$ cat src/rtl/trackball_pkg.sv
// Shared constants for the trackball source arbiter.
//  - MODE_* : emulator mode codes, also the index of each source in act[].
//  - ST_*   : arbiter FSM state encoding.
//  - abs8   : two's-complement magnitude of one analog axis (-128 -> 128).
package trackball_pkg;

   localparam int unsigned MODE_W  = 2;
   localparam int unsigned NUM_SRC = 4;
   localparam int unsigned HOLD_W  = 24;
   localparam int unsigned ANA_W   = 8;
   localparam int unsigned DIG_W   = 4;
   localparam int unsigned MOUSE_W = 25;

   localparam logic [MODE_W-1:0] MODE_DIG   = 2'd0;
   localparam logic [MODE_W-1:0] MODE_ANA   = 2'd1;
   localparam logic [MODE_W-1:0] MODE_MOUSE = 2'd2;
   localparam logic [MODE_W-1:0] MODE_SNAC  = 2'd3;

   localparam logic [0:0] ST_IDLE  = 1'b0;
   localparam logic [0:0] ST_OWNED = 1'b1;

   // Unsigned magnitude; the 8-bit result keeps -128 as 128 without overflow.
   function automatic logic [ANA_W-1:0] abs8(input logic [ANA_W-1:0] v);
      return v[ANA_W-1] ? ((~v) + ANA_W'(1)) : v;
   endfunction

endpackage

$ cat src/rtl/trackball_activity_detect.sv
// Per-source activity detection for the trackball arbiter.
//  clk, reset_n       : clock, synchronous active-low reset
//  joystick_digital   : {up,down,left,right}
//  joystick_analog    : {y,x}, two's complement
//  mouse_toggle       : PS/2 packet toggle bit
//  v_clk_in, h_clk_in : raw asynchronous SNAC quadrature clocks
//  act                : registered activity flags indexed by MODE_* value
module trackball_activity_detect
   import trackball_pkg::*;
#(
   parameter logic [ANA_W-1:0] ANALOG_DEADZN = 8'd10
) (
   input  logic                 clk,
   input  logic                 reset_n,
   input  logic [DIG_W-1:0]     joystick_digital,
   input  logic [2*ANA_W-1:0]   joystick_analog,
   input  logic                 mouse_toggle,
   input  logic                 v_clk_in,
   input  logic                 h_clk_in,
   output logic [NUM_SRC-1:0]   act
);

   logic [DIG_W-1:0]   dig_q;
   logic [2*ANA_W-1:0] ana_q;
   logic               mouse_q;
   logic               in_valid_q;
   logic               mouse_prev;
   logic               mouse_primed;
   logic [1:0]         v_sync;
   logic [1:0]         h_sync;
   logic               v_q;
   logic               h_q;
   logic               v_prev;
   logic               h_prev;
   logic [ANA_W-1:0]   mag_x;
   logic [ANA_W-1:0]   mag_y;
   logic               ana_hit;

   // Deadzone compare on the registered analog sample.
   assign mag_x   = abs8(ana_q[ANA_W-1:0]);
   assign mag_y   = abs8(ana_q[2*ANA_W-1:ANA_W]);
   assign ana_hit = (mag_x >= ANALOG_DEADZN) || (mag_y >= ANALOG_DEADZN);

   // Input capture, SNAC synchronisers and activity flags.
   always_ff @(posedge clk) begin
      if (!reset_n) begin
         dig_q        <= '0;
         ana_q        <= '0;
         mouse_q      <= 1'b0;
         in_valid_q   <= 1'b0;
         mouse_prev   <= 1'b0;
         mouse_primed <= 1'b0;
         v_sync       <= '0;
         h_sync       <= '0;
         v_q          <= 1'b0;
         h_q          <= 1'b0;
         v_prev       <= 1'b0;
         h_prev       <= 1'b0;
         act          <= '0;
      end else begin
         dig_q      <= joystick_digital;
         ana_q      <= joystick_analog;
         mouse_q    <= mouse_toggle;
         in_valid_q <= 1'b1;
         v_sync     <= {v_sync[0], v_clk_in};
         h_sync     <= {h_sync[0], h_clk_in};
         v_q        <= v_sync[1];
         h_q        <= h_sync[1];
         v_prev     <= v_q;
         h_prev     <= h_q;
         // The first real mouse sample only seeds the comparison bit.
         if (in_valid_q) begin
            mouse_prev   <= mouse_q;
            mouse_primed <= 1'b1;
         end
         act[MODE_DIG]   <= |dig_q;
         act[MODE_ANA]   <= ana_hit;
         act[MODE_MOUSE] <= mouse_primed && (mouse_q != mouse_prev);
         act[MODE_SNAC]  <= (v_q != v_prev) || (h_q != h_prev);
      end
   end

endmodule

$ cat src/rtl/trackball_source_arbiter.sv
// Picks which input source drives the trackball emulator mode.
//  clk, reset_n       : clock, synchronous active-low reset
//  auto_en            : 1 = arbitrate on activity, 0 = use mode_forced
//  mode_forced        : mode applied while auto_en is low
//  joystick_digital   : {up,down,left,right}
//  joystick_analog    : {y,x}, two's complement
//  ps2_mouse          : PS/2 packet, bit 24 toggles per packet
//  v_clk_in, h_clk_in : raw SNAC quadrature clocks
//  mode               : 0 dig, 1 analog, 2 mouse, 3 snac
//  owner_valid        : a source currently holds ownership
//  switch_pulse       : one-cycle strobe when mode changes value
module trackball_source_arbiter
   import trackball_pkg::*;
#(
   parameter logic [HOLD_W-1:0] HOLD_CYCLES   = 24'd4_800_000,
   parameter logic [ANA_W-1:0]  ANALOG_DEADZN = 8'd10,
   parameter logic [MODE_W-1:0] DEFAULT_MODE  = 2'b10
) (
   input  logic                 clk,
   input  logic                 reset_n,
   input  logic                 auto_en,
   input  logic [MODE_W-1:0]    mode_forced,
   input  logic [DIG_W-1:0]     joystick_digital,
   input  logic [2*ANA_W-1:0]   joystick_analog,
   input  logic [MOUSE_W-1:0]   ps2_mouse,
   input  logic                 v_clk_in,
   input  logic                 h_clk_in,
   output logic [MODE_W-1:0]    mode,
   output logic                 owner_valid,
   output logic                 switch_pulse
);

   logic [NUM_SRC-1:0] act;
   logic [0:0]         state;
   logic [0:0]         state_n;
   logic [HOLD_W-1:0]  cnt;
   logic [HOLD_W-1:0]  cnt_n;
   logic [MODE_W-1:0]  mode_n;
   logic [MODE_W-1:0]  grant;
   logic               unused_mouse_bits;

   // Only the packet toggle bit matters here.
   assign unused_mouse_bits = ^ps2_mouse[MOUSE_W-2:0];

   trackball_activity_detect #(
      .ANALOG_DEADZN (ANALOG_DEADZN)
   ) u_act (
      .clk              (clk),
      .reset_n          (reset_n),
      .joystick_digital (joystick_digital),
      .joystick_analog  (joystick_analog),
      .mouse_toggle     (ps2_mouse[MOUSE_W-1]),
      .v_clk_in         (v_clk_in),
      .h_clk_in         (h_clk_in),
      .act              (act)
   );

   // Priority encoder: mouse > snac > analog > digital.
   always_comb begin
      grant = MODE_DIG;
      if (act[MODE_MOUSE])     grant = MODE_MOUSE;
      else if (act[MODE_SNAC]) grant = MODE_SNAC;
      else if (act[MODE_ANA])  grant = MODE_ANA;
   end

   // Next state, hold counter and mode.
   always_comb begin
      state_n = state;
      cnt_n   = cnt;
      mode_n  = mode;
      if (!auto_en) begin
         mode_n  = mode_forced;
         state_n = ST_IDLE;
         cnt_n   = '0;
      end else if (state == ST_IDLE) begin
         // Idle keeps the last owner's mode so emulator motion decays.
         if (|act) begin
            state_n = ST_OWNED;
            mode_n  = grant;
            cnt_n   = HOLD_CYCLES;
         end
      end else begin
         // Only the owner's own activity counts; others cannot preempt.
         if (act[mode]) begin
            cnt_n = HOLD_CYCLES;
         end else if (cnt <= HOLD_W'(1)) begin
            state_n = ST_IDLE;
            cnt_n   = '0;
         end else begin
            cnt_n = cnt - HOLD_W'(1);
         end
      end
   end

   // State and output registers.
   always_ff @(posedge clk) begin
      if (!reset_n) begin
         state        <= ST_IDLE;
         cnt          <= '0;
         mode         <= DEFAULT_MODE;
         owner_valid  <= 1'b0;
         switch_pulse <= 1'b0;
      end else begin
         state        <= state_n;
         cnt          <= cnt_n;
         mode         <= mode_n;
         owner_valid  <= (state_n == ST_OWNED);
         switch_pulse <= (mode_n != mode);
      end
   end

endmodule

$ cat config.mk
export PLATFORM = sky130hd
export DESIGN_NAME = trackball_source_arbiter
export DESIGN_NICKNAME = d
export VERILOG_FILES = /design/src/rtl/trackball_pkg.sv /design/src/rtl/trackball_activity_detect.sv /design/src/rtl/trackball_source_arbiter.sv
export SDC_FILE = /design/constraint.sdc
export NUM_CORES = 1
export LEC_CHECK = 0
export BUFFER_PORTS_ARGS = -buffer_cell sky130_fd_sc_hd__clkbuf_2
export CORE_MARGIN = 8
export CORE_UTILIZATION = 59
export CTS_CLUSTER_SIZE = 28
export DETAILED_ROUTE_END_ITERATION = 12
export GPL_TIMING_DRIVEN = 0
export PLACE_DENSITY = 0.85
export SYNTH_ARGS = -nofsm -noshare
export SYNTH_HDL_FRONTEND = slang
export SYNTH_SLANG_ARGS = --single-unit
$ cat constraint.sdc
create_clock -name clk -period 3.1 [get_ports clk]
set_input_delay 0.62 -clock clk [delete_from_list [all_inputs] [get_ports clk]]
set_output_delay 0.62 -clock clk [all_outputs]
set_load 0.005 [all_outputs]
After elaboration in Yosys (flattened, before gate mapping)

Index checks and enable logic that the tools add are counted.

$add $sub $neg: 3
Multipliers: 0
Div/mod/pow operators: 0
$lt $le $gt $ge: 4
Equality and inequality tests: 4
Shifts and indexed selects: 0
Multiplexer cells: 19
Bitwise operators: 2
Reductions and logical operators: 7

Operators by type and width:

| cell                  | count |
|---|---|
| $mux 24               | 4 |
| $le 24x1->1 const B   | 1 |
| $sub 24x1->24 const B | 1 |
| $add 8x1->8 const B   | 2 |
| $ge 8x4->1 const B    | 2 |
| $mux 8                | 2 |
| $not 8->8             | 2 |
| $mux 2                | 5 |
| $reduce_or 4->1       | 2 |
| $mux 1                | 7 |
| $lt 2x3->1 const B    | 1 |
| $ne 1x1->1            | 3 |
| $bmux 1 s2            | 1 |
| $logic_or 1x1->1      | 2 |
| $ne 2x2->1            | 1 |
| $reduce_and 2->1      | 1 |
| $reduce_bool 2->1     | 1 |
| $logic_and 1x1->1     | 1 |

Register bits: 64
Latch bits: 0
Bits in writable memories: 0
Bits in read-only memories: 0
Word-level logic and storage cells: 56
Memories kept: 0

Logic depth before layout (Yosys ltp)

Depth after elaboration: 7
Mapped depth: 7
Gate-level depth less buffers: 7

Modules after synthesis

From an unflattened synthesis, not the netlist that was laid out.

Cells, all modules: 290
Area, all modules: 2728.9 µm²

Modules (own cells, without submodules):

| module                    | times used | cells an instance | area an instance (µm²) |
|---|---|---|---|
| trackball_source_arbiter  | 1          | 177               | 1493.9 |
| trackball_activity_detect | 1          | 113               | 1234.9 |

Worst setup path after synthesis

Ideal clock, no wire load.

Path type: flip-flop to flip-flop
Start: register cnt[8]
End: register cnt[7]
Library setup time: 117 ps
Arrival time: 1884 ps
Data required time: 2983 ps
Setup slack: 1099 ps
Cell stages (with the launch flop): 6
Path buffers: 0
Period minus slack after synthesis: 2001 ps
Cells stage by stage: dfxtp_1 or4_4 nor4_4 a311oi_4 a21o_1 a22o_1

Word-level cells in the longest chain between the ends: 4

Ends and longest elaborated chain:

| what                   | RTL line                        | RTL |
|---|---|---|
| from (decl)            | trackball_source_arbiter.sv:36  | `logic [HOLD_W-1:0] cnt;` |
| from (signal assigned) | trackball_source_arbiter.sv:105 | `cnt <= cnt_n;` |
| $le 24x1->1            | trackball_source_arbiter.sv:86  | `end else if (cnt <= HOLD_W'(1)) begin` |
| $mux 24                | trackball_source_arbiter.sv:86  |  |
| $mux 24                | trackball_source_arbiter.sv:84  | `if (act[mode]) begin` |
| $mux 24                | trackball_source_arbiter.sv:75  | `end else if (state == ST_IDLE) begin` |

No other way between the ends.
A chain may end at the register's enable or synchronous reset.

Worst setup path after layout

Start: register cnt[0]
End: register cnt[22]

Word-level cells in the longest chain between the ends: 4
Elaborated cells on any way between the ends: 5
Classes of those cells: 1 x add/sub; 1 x order compare; 3 x mux

Ends and longest elaborated chain:

| what                                         | RTL line |
|---|---|
| $sub 24x1->24 or $le 24x1->1 (tied branches) | trackball_source_arbiter.sv:90, trackball_source_arbiter.sv:86 |
| $mux 24 *                                    | trackball_source_arbiter.sv:86 |
| $mux 24 *                                    | trackball_source_arbiter.sv:84 |
| $mux 24 *                                    | trackball_source_arbiter.sv:75 |

Mark *: on every way between the ends. The rest lies on a longest branch, timed or not.

==> results.json <==
{
  "hold_viol": 0,
  "ys_ff_latch": 64,
  "drive_gt1_frac": 0.1728,
  "power_density_nw_per_um2": 615.6,
  "rows": 25,
  "crit_type": "register to register",
  "period_needed_ps": 2472,
  "synth_top_family_by_area": "simple AND/OR/NAND/NOR gates",
  "globalplace.congestion": 0.8357,
  "cts_tree": "done",
  "io_buffers": 31,
  "yosys-mux-area-fraction": 0.02209,
  "yosysUniqueCellTypes": 54,
  "total_power_w": 0.002007,
  "synth_xor_area_frac": 0.04949,
  "min-delay-path-class": "input pin to register",
  "routed_wl_um": 6310,
  "r2r_cells": 7,
  "r2r_start": "cnt[0]",
  "first_pass_iters": 4,
  "ir_drop_mv": 0.4004,
  "synth-compound-area-share": 0.1485,
  "drc_errors": 0,
  "clk_path_buf_depth": 2,
  "grt_first_pass_wirelength_um": 10670,
  "critPathMaxFanout": 7,
  "setup_ws_ps": 627.5,
  "nets": 406,
  "fin_crit_sh": 0.7976,
  "die_h_um": 85.28,
  "cts_buffers": 9,
  "via_count": 2375,
  "syn2layout_area_growth_pct": 15.16,
  "coreArea_um2": 4661,
  "synth_top_area_frac": 0.4525,
  "reg2reg_to": "cnt[22]",
  "drt-initial-drc-count": 185,
  "io_pins": 56,
  "syn_avg_cell_area_um2": 9.253,
  "critPathLaunchType": "register",
  "insertion_delay_ps": 340,
  "cap_violations": 0,
  "cts_hold_buf": 0,
  "postCtsSetupBuffers": 0,
  "outcome": "completed",
  "hpwlAfterDp_um": 4236,
  "htreeDepth": 3,
  "clk_pin_slew_worst_paths_ps": 70,
  "syn-cell-area_um2": 2831,
  "grt-ovfl-total": 0,
  "root_buffer": "clkbuf_8",
  "max_freq_ghz": 0.4045,
  "leakagePower_nw": 1.334,
  "synth_nets": 364,
  "synth_top_area_cell": "dfxtp_1",
  "crit_path_end": "cnt[22]",
  "rsz0062_at_grt": "false",
  "synth_simple_gate_area_frac": 0.2740,
  "grt_max_degree": 13,
  "tightest_slew_ps": 973.7,
  "slowest_stage": "nor3b_1",
  "grt_pass1_vias": 2312,
  "worstSetupStartpoint": "cnt[0]",
  "worstPathArrival_ps": 2730,
  "synth_fa_ha_area_frac": 0.02651,
  "path_cells": "inv_1, ha_1, nor3b_1, nand4_1, o21ai_0, a21oi_1, a211oi_1",
  "ff2ff_setup_slack_ps": 630,
  "fp.dieW_um": 85.28,
  "dpl.cell_count": 391,
  "design_area_um2": 3261,
  "cts-resized-gates": 0,
  "placed_area_um2": 3054,
  "async_reset_ff_frac": 0,
  "syn_inst": 306,
  "vias_per_cell": 5.835,
  "ys.flop_type": "dfxtp_1",
  "endpoint_kind": "register",
  "fin_cells": 407,
  "grt_usage": 0.1833,
  "synth_edf_count": 0,
  "synth_area_leaders": "dfxtp_1 45%, and2_1 6.8%, nor2_1 3.8%",
  "slew_violations": 0,
  "setup_tns_ps": 0,
  "antenna_left": 0,
  "finalSetupViolations": 0,
  "n_antenna_cell": 0,
  "fp.dieArea_um2": 7272,
  "cts.sinks": 64,
  "cp_data_required_time_ps": 3360,
  "wire_per_inst_um": 15.50,
  "grt_antenna_before_repair": 0,
  "finalClockSkew_ps": 4.275,
  "start_util": 0.6075,
  "max_stage_delay_ps": 760,
  "yosysWarnings": 0,
  "pre_cts_ws_ps": 701.2,
  "max-slew-margin-rel": 0.3449,
  "ys_seq_area_frac": 0.4525
}
## worst max-delay path: cells and delay by family (launching register included)
kind,cells,cell delay (ps)
buf+inv,1,70
flops,1,360
compound gates,3,590
simple gates,2,1150
fa+ha+maj,1,210
## worst min path at each step
stage | startpoint | end | cells past startpoint | slack (ps)
global placement | u_act.v_sync[1] | u_act.v_q | 1 | 410
finish | reset_n | u_act.in_valid_q | 1 | 400
floorplan | u_act.h_sync[1] | u_act.h_q | 1 | 410
detailed placement | u_act.h_sync[0] | u_act.h_sync[1] | 1 | 430
global route | reset_n | u_act.in_valid_q | 1 | 390
CTS | reset_n | u_act.in_valid_q | 1 | 390
## state kept, by name, indices dropped and copies added (netlist names), 2 cells and up
register / cells
u_act.ana_q: 16
mode: 2
cnt: 24
u_act.act: 4
u_act.dig_q: 4
u_act.v_sync: 2
u_act.h_sync: 2
## layer usage
layer / wire, um / track usage / up-vias
met5: 0 / 0 / -
li1: - / - / 1178
met4: 110 / 0.09076 / 0
met1: 2701 / 0.2021 / 1098
met3: 352 / 0.04440 / 13
met2: 3146 / 0.3210 / 86
## kinds of logic (layout without fill, tap and decap cells)
group	Yosys count	count (layout)
adder cells (fa/ha/maj)	6	6
multiplexers	5	5
AND/OR/NAND/NOR	138	138
buffers and inverters	20	67
XOR/XNOR	16	16
flip-flops	64	64
AO/OA/AOI/OAI	57	57
## final cells by class
class                      instances  area, um^2
multi-input combinational        222        1474
fill                             340        1400
sequential                        64        1281
timing repair buffer              31       155.1
clock buffer                      10       137.6
clock inverter                     6       68.82
tap                               54       67.56
inverter                          11       41.29
buffer                             9       35.03
## power breakdown
| group | internal, W | switching (W) | total (W) | leakage (nW) |
|---|---|---|---|---|
| registers | 0.000869 | 0.0000477 | 0.000917 | 0.528 |
| logic | 0.000155 | 0.000206 | 0.000361 | 0.703 |
| clock network | 0.000395 | 0.000334 | 0.000729 | 0.102 |
| total | 0.00142 | 0.000588 | 0.00201 | 1.33 |
## cells in the final DEF (no fill, tap or decap), types with 3 or more instances in the layout
cell type,instances
nor3_1,10
nand2b_1,3
dfxtp_1,64
nand3_1,7
inv_1,11
xnor2_1,11
and2_1,31
o21ai_0,8
o21bai_1,3
or4_1,3
a21oi_1,15
clkbuf_2,31
nand4_1,3
a31oi_1,4
nor4_1,9
mux2i_1,4
clkbuf_8,10
xor2_1,5
nand2_1,22
clkinv_4,3
ha_1,6
nor2_1,29
nor3b_1,4
clkbuf_1,8
## Yosys cell counts (2+ instances only)
master / n
a211oi_1: 2
a21o_1: 2
a21oi_1: 15
a22o_1: 2
a22oi_1: 2
a31oi_1: 4
and2_1: 31
and3_1: 2
clkbuf_1: 8
dfxtp_1: 64
ha_1: 6
inv_1: 11
mux2i_1: 4
nand2_1: 22
nand2b_1: 3
nand3_1: 7
nand3b_1: 2
nand4_1: 3
nor2_1: 29
nor3_1: 10
nor3b_1: 4
nor4_1: 9
nor4_4: 2
nor4b_1: 2
o21ai_0: 8
o21bai_1: 3
o311a_1: 2
o31a_1: 2
o32ai_1: 2
or2_2: 2
or3_1: 2
or4_1: 3
xnor2_1: 11
xor2_1: 5
## metrics by stage
step,util,hold WS (ps)
3_3_place_gp,0.6553,413.9
2_1_floorplan,-,411.9
3_5_place_dp,0.6553,428.3
4_1_cts,0.6996,390.9
6_report,0.6996,396.4
5_1_grt,0.6996,387.6
No activity file was read; power rests on OpenSTA's default activity.
